[src/rtl/posit_pkg.sv]
// Shared posit constants and the decoded-field record handed to the multiplier.
package posit_pkg;

  localparam int unsigned N  = 32;
  localparam int unsigned ES = 4;
  localparam int unsigned FW = 27;
  localparam int unsigned MW = N - 1;  // magnitude field, bits 30:0
  localparam int unsigned KW = 6;      // signed regime value, -30..30
  localparam int unsigned LW = 5;      // regime length, 2..31
  localparam int unsigned RW = 5;      // raw run length, 1..31

  localparam logic [N-1:0] POSIT_NAR = 32'h8000_0000;

  typedef struct packed {
    logic          sign;
    logic [KW-1:0] k;
    logic [LW-1:0] len;
    logic [ES-1:0] exp;
    logic [FW-1:0] frac;
    logic          zero;
    logic          nar;
  } posit_dec_t;

  // Regime length includes the terminator bit, capped at the magnitude width.
  function automatic logic [LW-1:0] regime_len(input logic [RW-1:0] run);
    logic [RW:0] run_p1;
    run_p1 = {1'b0, run} + (RW+1)'(1);
    if (run_p1 > (RW+1)'(MW)) begin
      return LW'(MW);
    end
    return run_p1[LW-1:0];
  endfunction

endpackage

[src/rtl/posit_run_counter.sv]
// Leading identical-bit run detector over the posit magnitude field.
module posit_run_counter
  import posit_pkg::*;
(
  input  logic [MW-1:0] mag,
  output logic [RW-1:0] run,
  output logic          polarity
);

  logic [MW-1:0] norm;
  logic          found;

  // Fold a run of ones into a run of zeros, then count leading zeros.
  always_comb begin
    polarity = mag[MW-1];
    norm     = polarity ? ~mag : mag;
    run      = '0;
    found    = 1'b0;
    for (int i = int'(MW) - 1; i >= 0; i--) begin
      if (!found) begin
        if (norm[i]) begin
          found = 1'b1;
        end else begin
          run = run + RW'(1);
        end
      end
    end
  end

endmodule

[src/rtl/posit_decode_pipe.sv]
// Two-stage posit (N=32, es=4) field decoder with valid/ready flow control.
module posit_decode_pipe
  import posit_pkg::*;
(
  input  logic          clk,
  input  logic          reset,
  input  logic          in_valid,
  output logic          in_ready,
  input  logic [N-1:0]  in_data,
  output logic          out_valid,
  input  logic          out_ready,
  output logic          out_sign,
  output logic [KW-1:0] out_k,
  output logic [LW-1:0] out_len,
  output logic [ES-1:0] out_exp,
  output logic [FW-1:0] out_frac,
  output logic          out_zero,
  output logic          out_nar
);

  logic          v1;
  logic          v2;
  logic          adv2;
  logic [N-1:0]  s1_data;
  logic [RW-1:0] s1_run;
  logic          s1_pol;
  logic          s1_zero;
  logic          s1_nar;

  logic [RW-1:0] run_c;
  logic          pol_c;
  logic [LW-1:0] len_c;
  logic [MW-1:0] shifted_c;
  posit_dec_t    dec_c;
  posit_dec_t    dec_q;

  posit_run_counter u_run (
    .mag      (in_data[MW-1:0]),
    .run      (run_c),
    .polarity (pol_c)
  );

  // A stage advances when its successor is empty or draining.
  assign adv2     = !v2 || out_ready;
  assign in_ready = !v1 || adv2;

  // Stage 1: capture the word, its regime run and the special-value flags.
  always_ff @(posedge clk) begin
    if (reset) begin
      v1      <= 1'b0;
      s1_data <= '0;
      s1_run  <= '0;
      s1_pol  <= 1'b0;
      s1_zero <= 1'b0;
      s1_nar  <= 1'b0;
    end else if (in_ready) begin
      v1 <= in_valid;
      if (in_valid) begin
        s1_data <= in_data;
        s1_run  <= run_c;
        s1_pol  <= pol_c;
        s1_zero <= (in_data == '0);
        s1_nar  <= (in_data == POSIT_NAR);
      end
    end
  end

  // Shifting past the regime leaves exponent then fraction MSB-aligned,
  // with truncated bits naturally filled by zeros.
  always_comb begin
    dec_c     = '0;
    len_c     = regime_len(s1_run);
    shifted_c = s1_data[MW-1:0] << len_c;
    dec_c.sign = s1_data[N-1];
    dec_c.zero = s1_zero;
    dec_c.nar  = s1_nar;
    if (!(s1_zero || s1_nar)) begin
      dec_c.k    = s1_pol ? (KW'(s1_run) - KW'(1)) : -KW'(s1_run);
      dec_c.len  = len_c;
      dec_c.exp  = shifted_c[MW-1 -: ES];
      dec_c.frac = shifted_c[FW-1:0];
    end
  end

  // Stage 2: output register, held while downstream stalls.
  always_ff @(posedge clk) begin
    if (reset) begin
      v2    <= 1'b0;
      dec_q <= '0;
    end else if (adv2) begin
      v2 <= v1;
      if (v1) begin
        dec_q <= dec_c;
      end
    end
  end

  assign out_valid = v2;
  assign out_sign  = dec_q.sign;
  assign out_k     = dec_q.k;
  assign out_len   = dec_q.len;
  assign out_exp   = dec_q.exp;
  assign out_frac  = dec_q.frac;
  assign out_zero  = dec_q.zero;
  assign out_nar   = dec_q.nar;

endmodule

[config.mk]
export PLATFORM = sky130hd
export DESIGN_NAME = posit_decode_pipe
export DESIGN_NICKNAME = d
export VERILOG_FILES = /design/src/rtl/posit_pkg.sv /design/src/rtl/posit_run_counter.sv /design/src/rtl/posit_decode_pipe.sv
export SDC_FILE = /design/constraint.sdc
export NUM_CORES = 1
export LEC_CHECK = 0
export ABC_AREA = 0
export CAP_MARGIN = 20
export CORE_MARGIN = 5
export CORE_UTILIZATION = 60
export DETAILED_ROUTE_END_ITERATION = 7
export GPL_TIMING_DRIVEN = 1
export MAX_ROUTING_LAYER = met4
export PLACE_DENSITY = 0.83
export SYNTH_ARGS = -nofsm -noshare
export SYNTH_HDL_FRONTEND = slang
export SYNTH_SLANG_ARGS = --single-unit
[constraint.sdc]
create_clock -name clk -period 35 [get_ports clk]
set_input_delay 7 -clock clk [delete_from_list [all_inputs] [get_ports clk]]
set_output_delay 7 -clock clk [all_outputs]
set_load 0.01 [all_outputs]
[Word level (Yosys, flattened, before mapping)]
Index checks and enable logic that the tools add are counted.
Storage, ports and cells
  output and inout port bits: 47
  memories kept: 0
  input port bits: 36
  bits in writable memories: 0
  word-level logic and storage cells: 185
  bits in latches: 0
  bits in read-only memories: 0
  register bits after elaboration: 87
Cells by class
  div/mod/pow operators: 0
  reductions and logical operators: 8
  bitwise operators: 1
  muxes and demuxes: 126
  $add $sub $neg: 33
  shift operators: 1
  order comparisons: 1
  multiply operators: 0
  equality and inequality tests: 1
Operator list (count)
  $mux W5: 62
  $add A5 B1 Y5 const B: 29
  $mux W1: 61
  $mux W42: 1
  $eq A32 B32 Y1 const B: 1
  $logic_not A32 Y1: 1
  $mux W31: 1
  $not A31 Y31: 1
  $shl A31 B5 Y31: 1
  $add A5 B1 Y6 const B: 1
  $gt A6 B5 Y1 const B: 1
  $mux W6: 1
  $neg A5 Y6: 1
  $sub A5 B1 Y6 const B: 1
  $reduce_and A2 Y1: 2
  $logic_or A1 B1 Y1: 3
  $add A1 B1 Y2 const B: 1
  $logic_not A1 Y1: 2

[Logic depth before layout (Yosys ltp)]
Gate-level depths: netlist of the first run.
  word-level depth: 93
  depth in mapped cells: 77
  gate-level depth less buffers: 70

[Cells and area by module]
From an unflattened synthesis of the first run, not the netlist that was laid out.
Second synthesis, totals
  cell total of the unflattened synthesis: 1218
  area total of the unflattened synthesis: 9034.9 µm²
By module, submodules not included
  posit_decode_pipe: instances 1, sequential area each 1741.7 µm², area an instance 4917.2 µm², cells an instance 622
  posit_run_counter: instances 1, sequential area each 0.0 µm², area an instance 4117.7 µm², cells an instance 596

[Least setup slack after synthesis of the first run]
Ideal clock, no wire load.
  path kind: input to register
  start: in in_data[30]
  end: reg s1_run[4]
  path slack: 13810 ps
  setup time: 79 ps
  arrival: 21111 ps
  path buffers: 9
  required time: 34921 ps
  stages on the path: 74
  cells stage by stage: buf_6 > buf_6 > buf_4 > buf_2 > buf_4 > buf_2 > buf_2 > clkbuf_1 > clkbuf_1 > nor3_1 > a31oi_1 > ha_1 > a21o_1 > ha_1 > nand2_1 > and2_1 > ha_1 > nor2_1 > (+38 left out) > inv_1 > ha_1 > inv_1 > mux2i_1 > mux2i_1 > ha_1 > mux2i_1 > a21oi_1 > ha_1 > nand2_1 > nor4b_1 > a311oi_2 > o21ai_0 > nor3b_1 > o41a_1 > a2111oi_2 > xnor3_1 > a211oi_2
On the way
  word-level cells in the longest chain between the ends: 93
  elaborated cells between the ends (all ways): 152
  those cells by class: add/sub (30); mux (121); bitwise (1)
Ends and longest elaborated chain
  from (decl): line posit_decode_pipe.sv:9  | input logic [N-1:0] in_data,
  $not A31 Y31: line posit_run_counter.sv:16  | norm = polarity ? ~mag : mag;
  $mux W31 *: line posit_run_counter.sv:16
  $mux W1: line posit_run_counter.sv:21  | if (norm[i]) begin
  $add A1 B1 Y2: line posit_run_counter.sv:24  | run = run + RW'(1);
  $mux W5: line posit_run_counter.sv:21
  $mux W5: line posit_run_counter.sv:20  | if (!found) begin
  $add A5 B1 Y5: line posit_run_counter.sv:24
  $mux W5: line posit_run_counter.sv:21
  (+77 left out)
  $mux W5: line posit_run_counter.sv:21
  $mux W5: line posit_run_counter.sv:20
  $add A5 B1 Y5: line posit_run_counter.sv:24
  $mux W5: line posit_run_counter.sv:21
  $mux W5: line posit_run_counter.sv:20
  $add A5 B1 Y5: line posit_run_counter.sv:24
  $mux W5: line posit_run_counter.sv:21
  $mux W5 *: line posit_run_counter.sv:20
  to (signal assigned): line posit_decode_pipe.sv:60  | s1_run <= run_c;
  to (decl): line posit_decode_pipe.sv:25  | logic [RW-1:0] s1_run;
Mark *: on every way between the ends. The rest lies on a longest branch, timed or not.
A chain may end at the register's enable or synchronous reset.

[Worst setup path after layout of the first run]
Same ends and word-level chain as after synthesis.

==> qor.yml, run 1 <==
sta:
  worst_pin_slew_ns: 1.13
  slew_headroom_pct: 24.8
  hold_viol_final: 0
  finalSetupTns_ns: 0
  drv_slew: 0
  finalWorstPathRequiredPeriod_ns: 21.88
  setup_slack_ns: 13.12
  fmax_mhz: 45.7
  whs_ns: 0.456
  fin_skew_ns: 0.00890
  timing.final.crit_share_pct: 62.5
  setup-violations-final: 0
  rsz0062_at_grt: "no"
routing:
  detail_route.drc_violations: 0
  post_drt_wl_per_cell_um: 17.1
  vias: 8667
  postRouteAntennaNets: 0
  drt_wl_total_um: 23300
  first_iter_violations: 657
  viasPerCell: 6.34
  dr.pass1.iters: 6
outcome:
  status: "complete, no violations"
floorplan:
  pin_count: 83
  die-width_um: 130
  start_util_pct: 61.5
  rows: 43
  die_h_um: 130
  core_um2: 14000
  dieArea_um2: 16800
setup_path:
  crit_top_cell: "ha_1"
  rrSetupSlack_ns: 31.60
  r2r-start: "s1_run[0]"
  worstSetupPathType: "input pin to flop"
  r2r-end: "out_exp[3]"
  cp_max_fo: 82
  ff2ff_path_depth: 10
  arrival_ns: 22.15
  cp_data_required_time_ns: 35.27
  critPathCaptureType: "flop"
  startpoint: "in_data[30]"
  worst_setup_path_start_kind: "input pin"
  cp_slowest_cell: "buf_4"
  max_stage_delay_ns: 0.69
  endpoint: "s1_run[4]"
logic_synthesis:
  synth_cell_types: 86
  synthFlopType: "dfxtp_1"
  syn-instance-count: 1155
  yosysSeqAreaShare_pct: 20.0
  synthesis.nets: 1218
  synth_area_per_cell_um2: 7.45
  ys_async_sr_fraction_pct: 0
  synth_area_um2: 8600
  ys_ff_latch: 86
  synth-edff-count: 0
  yosys_warnings: 0
clock_network:
  clk_latency_ns: 0.35
  cts.clk_slew.worst_paths_ns: 0.06
  cts_tree: "built"
  cts_hold_buf: 0
  cts_buffers: 9
  cts_resized: 0
  root_buffer: "clkbuf_16"
  cts_sinks: 86
  htreeDepth: 3
  clk_path_buf_depth: 2
  postCtsSetupRepairBufs: 0
placement:
  dp_cells: 1350
  gp_congestion: 1.01
  place_worst_setup_slack_ns: 12.89
  portBuffers: 82
  dpl-instance-area_um2: 9430
  dp.final_hpwl_um: 17800
global_routing:
  grt_pass1_vias: 7927
  grt_pass1_wl_um: 38300
  grt_start_max_net_pins: 87
  grt_antenna_before_repair: 0
  track_usage_pct: 28.3
  overflow: 0
layout:
  nets: 1244
  area_delta_synth_final_pct: 12.9
  antennaDiodeCount: 0
  utilization_pct: 69.4
  drive_above_1_share_pct: 6.58
  fin_cells: 1366
  final_area_um2: 9710
pwr:
  power-per-cell-area_nw_per_um2: 31.0
  max-vdd-ir-drop_v: 0.0000212
  p_total_mw: 0.301
  p_leak_nw: 3.69
hold_path:
  hp-class: "flop to flop"
job:
  max_cap_viol_count: 0
## sequential cells by signal (all words and copies together), names as in the netlist, 4 cells and up
name	flops
out_len	5
out_exp	4
s1_run	5
s1_data	32
out_k	6
out_frac	27
## Yosys cell counts, types with 9 or more instances
library cell    n  share of area, %
a211oi_1       11              0.96
a21oi_1        93               5.4
a221oi_1        9              0.92
a22oi_1        35               3.1
a31oi_1        10              0.73
and2_1         12              0.87
and3_1         11              0.80
buf_1          13              0.57
buf_2           9              0.52
clkbuf_1       50               2.2
dfxtp_1        86                20
ha_1           27               3.9
inv_1          22              0.96
mux2i_1        90                10
nand2_1       161               7.0
nand2b_1       14               1.0
nand3_1        30               1.7
nor2_1        115               5.0
nor2b_1        14               1.0
nor3_1         33               1.9
nor4_1          9              0.65
o211ai_1       10              0.87
o21ai_0        40               2.3
o22ai_1        13              0.95
or2_2          10              0.73
or3_1          15               1.1
xnor2_1        44               4.5
xnor3_1         9               2.4
xor2_1         19               1.9
## metal layers
layer | GRT usage, % | vias to the layer above | part of all wire (%)
met5 | - | - | 0
met2 | 45.8 | 329 | 47
li1 | - | 4284 | -
met4 | 10.6 | 0 | 3.1
met3 | 3.32 | 62 | 6.3
met1 | 36.5 | 3992 | 44
## layout by cell type (no fill, tap or decap), types with 12 or more instances in the layout
master / count
a22oi_1: 35
dfxtp_1: 86
nor2_1: 114
o21ai_0: 40
clkdlybuf4s50_1: 80
nand2b_1: 13
nor3_1: 33
nor2b_1: 14
o22ai_1: 13
xnor2_1: 44
mux2i_1: 90
or3_1: 15
ha_1: 27
inv_1: 22
and2_1: 12
xor2_1: 19
a21oi_1: 92
nand3_1: 30
nand2_1: 161
## worst min-delay path by stage
stage / startpoint / end / slack (ns) / cells after the start
final: out_exp[0] / out_exp[0] / 0.46 / 2
after global routing: out_exp[3] / out_exp[3] / 0.49 / 2
after CTS: out_exp[3] / out_exp[3] / 0.46 / 2
after detailed placement: out_exp[3] / out_exp[3] / 0.45 / 2
after global placement: out_exp[0] / out_exp[0] / 0.44 / 2
after floorplan: s1_data[31] / s1_data[31] / 0.44 / 2
## worst max-delay path: cells and delay by family
kind / cells / cell delay, ns
compound gates: 30 / 6.52
xor+xnor: 2 / 0.49
fa+ha+maj: 12 / 3.46
buf+inv: 4 / 0.91
mux: 6 / 0.83
simple gates: 15 / 2.91
## final cells by class
class	count	area, um2
inverter	22	82.6
clock buffer	12	246
fill	1208	4280
clock inverter	4	31.3
sequential	86	1720
multi-input combinational	969	6510
timing repair buffer	93	893
tap	180	225
## power by group
group	internal, mW	switching, mW	leakage (nW)
Clock	0.0504	0.0387	0.137
Sequential	0.103	0.00440	0.702
Combinational	0.0438	0.0612	2.85
## kinds of logic after synthesis
family / synth area share (%)
muxes: 12.1
and+or+nand+nor: 26.4
buffers and inverters: 4.81
xor gates and xnor gates: 9.85
adders and majority gates: 4.17
DFF: 20.0
AOI/OAI and AO/OA: 22.7
Note: power is estimated with default switching activity, not from simulation.
==> inputs of run 2 (changes only) <==
- CORE_UTILIZATION: 60 -> 54
- PLACE_DENSITY: 0.83 -> 0.79
- clock period: 35 -> 17.68 ns (I/O delays scaled with it)
==> run 2 against run 1 <==
Non-clock buffer count rose by 15. Clock skew fell by 0.00076 ns. Design area rose by 2.4%. Total power rose by 100%. Utilization fell by 6.3 points. Critical path type unchanged. Largest cell class unchanged. Largest power group is now combinational cells.
==> qor.yml, run 2 (synthesis results as in run 1) <==
global_routing:
  grt_pass1_wl_um: 39300  # +2.5%
  overflow: 0  # unchanged
  grt_antenna_before_repair: 0  # unchanged
  track_usage_pct: 26.5  # -1.8 points
  grt_pass1_vias: 7966  # +0.49%
  grt_start_max_net_pins: 87  # unchanged
floorplan:
  start_util_pct: 54.5  # -6.9 points
  pin_count: 83  # unchanged
  die-width_um: 136  # +5.0%
  die_h_um: 136  # +5.0%
  core_um2: 15800  # +13%
  dieArea_um2: 18600  # +10%
  rows: 46  # +7.0%
sta:
  fmax_mhz: 60.4
  worst_pin_slew_ns: 1.09  # -0.0404 ns
  setup-violations-final: 0  # unchanged
  fin_skew_ns: 0.00813  # -0.000765 ns
  hold_viol_final: 0  # unchanged
  finalWorstPathRequiredPeriod_ns: 16.55
  timing.final.crit_share_pct: 93.6
  whs_ns: 0.456  # -0.000155 ns
  setup_slack_ns: 1.13  # -11.99 ns
  slew_headroom_pct: 27.5  # +2.7 points
  drv_slew: 0  # unchanged
  finalSetupTns_ns: 0  # unchanged
pwr:
  max-vdd-ir-drop_v: 0.0000420  # +98%
  power-per-cell-area_nw_per_um2: 61.0  # +97%
  p_leak_nw: 3.82  # +3.6%
setup_path:
  arrival_ns: 16.82  # -5.33 ns
  cp_data_required_time_ns: 17.95  # -17.32 ns
  cpLargestDelayFamily: "compound AO/OA/AOI/OAI gates"
  critPathBufInv: 3  # -1
  rrSetupSlack_ns: 14.20  # -17.40 ns
  worst_setup_path_start_kind: "input pin"
  critPathCaptureType: "flop"
  crit_top_cell: "ha_1"
  cp_slowest_cell: "ha_2"
  max_stage_delay_ns: 0.39  # -0.30 ns
  cp_max_fo: 11  # -87%
  worstSetupPathType: "input pin to flop"
clock_network:
  htreeDepth: 3  # unchanged
  cts_buffers: 9  # unchanged
  cts.clk_slew.worst_paths_ns: 0.06  # about the same
  clk_path_buf_depth: 2  # unchanged
  cts_tree: "built"
  cts_sinks: 86  # unchanged
  root_buffer: "clkbuf_16"
  clk_latency_ns: 0.35  # about the same
layout:
  area_delta_synth_final_pct: 15.6
  final_cell_mix: "nand2_1 (161), nor2_1 (114), a21oi_1 (92)"
  largest_reg_flops: 32  # unchanged
  antennaDiodeCount: 0  # unchanged
  max_flop_register: "s1_data"
  final_common_cell: "nand2_1"
  drive_above_1_share_pct: 8.74  # +2.2 points
  fillers: 1448  # +20%
  nets: 1259  # +1.2%
outcome:
  status: "complete, no violations"
routing:
  drt_wl_total_um: 24300  # +4.3%
  vias: 8682  # +0.17%
  postRouteAntennaNets: 0  # unchanged
  dr.pass1.iters: 5  # -1
  detail_route.drc_violations: 0  # unchanged
  viasPerCell: 6.13  # -3.4%
  first_iter_violations: 563  # -14%
  post_drt_wl_per_cell_um: 17.2  # +0.57%
placement:
  place_worst_setup_slack_ns: 0.106  # -12.78 ns
  portBuffers: 82  # unchanged
  gp_congestion: 0.957  # -5.0%
  dp.final_hpwl_um: 18500  # +4.0%
job:
  max_cap_viol_count: 0  # unchanged
hold_path:
  hp-class: "flop to flop"
## run 2: changes by cell type in the layout (fill, tap and decap cells not counted), sizes merged
cell	before	now
clkbuf	12	14
clkdlybuf4s50	80	74
clkinvlp	0	1
buf	13	28
dlymetal6s2s	0	3
## run 2: final timing paths
check	cells past startpoint	to	startpoint
setup / recovery	69	s1_run[4]	in_data[28]
hold / removal	2	out_exp[0]	out_exp[0]
setup reg to reg	10	out_exp[3]	s1_run[0]
hold reg to reg	2	out_exp[0]	out_exp[0]
## run 2: timing repair
item / 4_1_cts / 5_1_grt
setup endpoints to repair: 0 / 2
resized for setup: 0 / 21
hold buffers: 0 / 0
setup buffers: 0 / 1
## run 2: report_power, final
group	total, mW	internal, mW	switching, mW
logic	0.214	0.0898	0.124
registers	0.212	0.203	0.00884
clock network	0.181	0.104	0.0775
total	0.607	0.397	0.210
## run 2: per-stage QoR
| stage | cell area, um2 | cells | power (mW) | utilization (%) |
|---|---|---|---|---|
| 6_report | 9940 | 1417 | 0.607 | 63.1 |
| 5_1_grt | 9940 | 1417 | 0.640 | 63.1 |
| 4_1_cts | 9900 | 1416 | 0.607 | 62.8 |
| 3_5_place_dp | 9610 | 1400 | 0.424 | 60.9 |
| 3_3_place_gp | 9580 | 1399 | 0.420 | 60.7 |
| 2_1_floorplan | 8610 | 1155 | 0.366 | - |
## run 2: area by class of cell
cell class                 count  area, um2  area share [%]
tap                          216        270            2.72
timing repair buffer         108       1020            10.3
sequential                    86       1720            17.3
clock buffer                  11        253            2.54
clock inverter                 5       42.5           0.428
inverter                      22       82.6           0.830
multi-input combinational    969       6550            65.9
## run 2: layer usage
| layer | wire (um) | GRT usage, % | share of wire [%] |
|---|---|---|---|
| met1 | 10200 | 32.4 | 42 |
| met2 | 11800 | 44.7 | 48 |
| met3 | 1510 | 2.96 | 6.2 |
| met4 | 833 | 10.5 | 3.4 |
| met5 | 0 | - | 0 |
## run 2: worst min-delay path, delay by kind of cell, from the launching register on
| family | cells | cell delay [ns] |
|---|---|---|
| AOI/OAI and AO/OA | 1 | 0.05 |
| DFF | 1 | 0.31 |
| and+or+nand+nor | 1 | 0.05 |
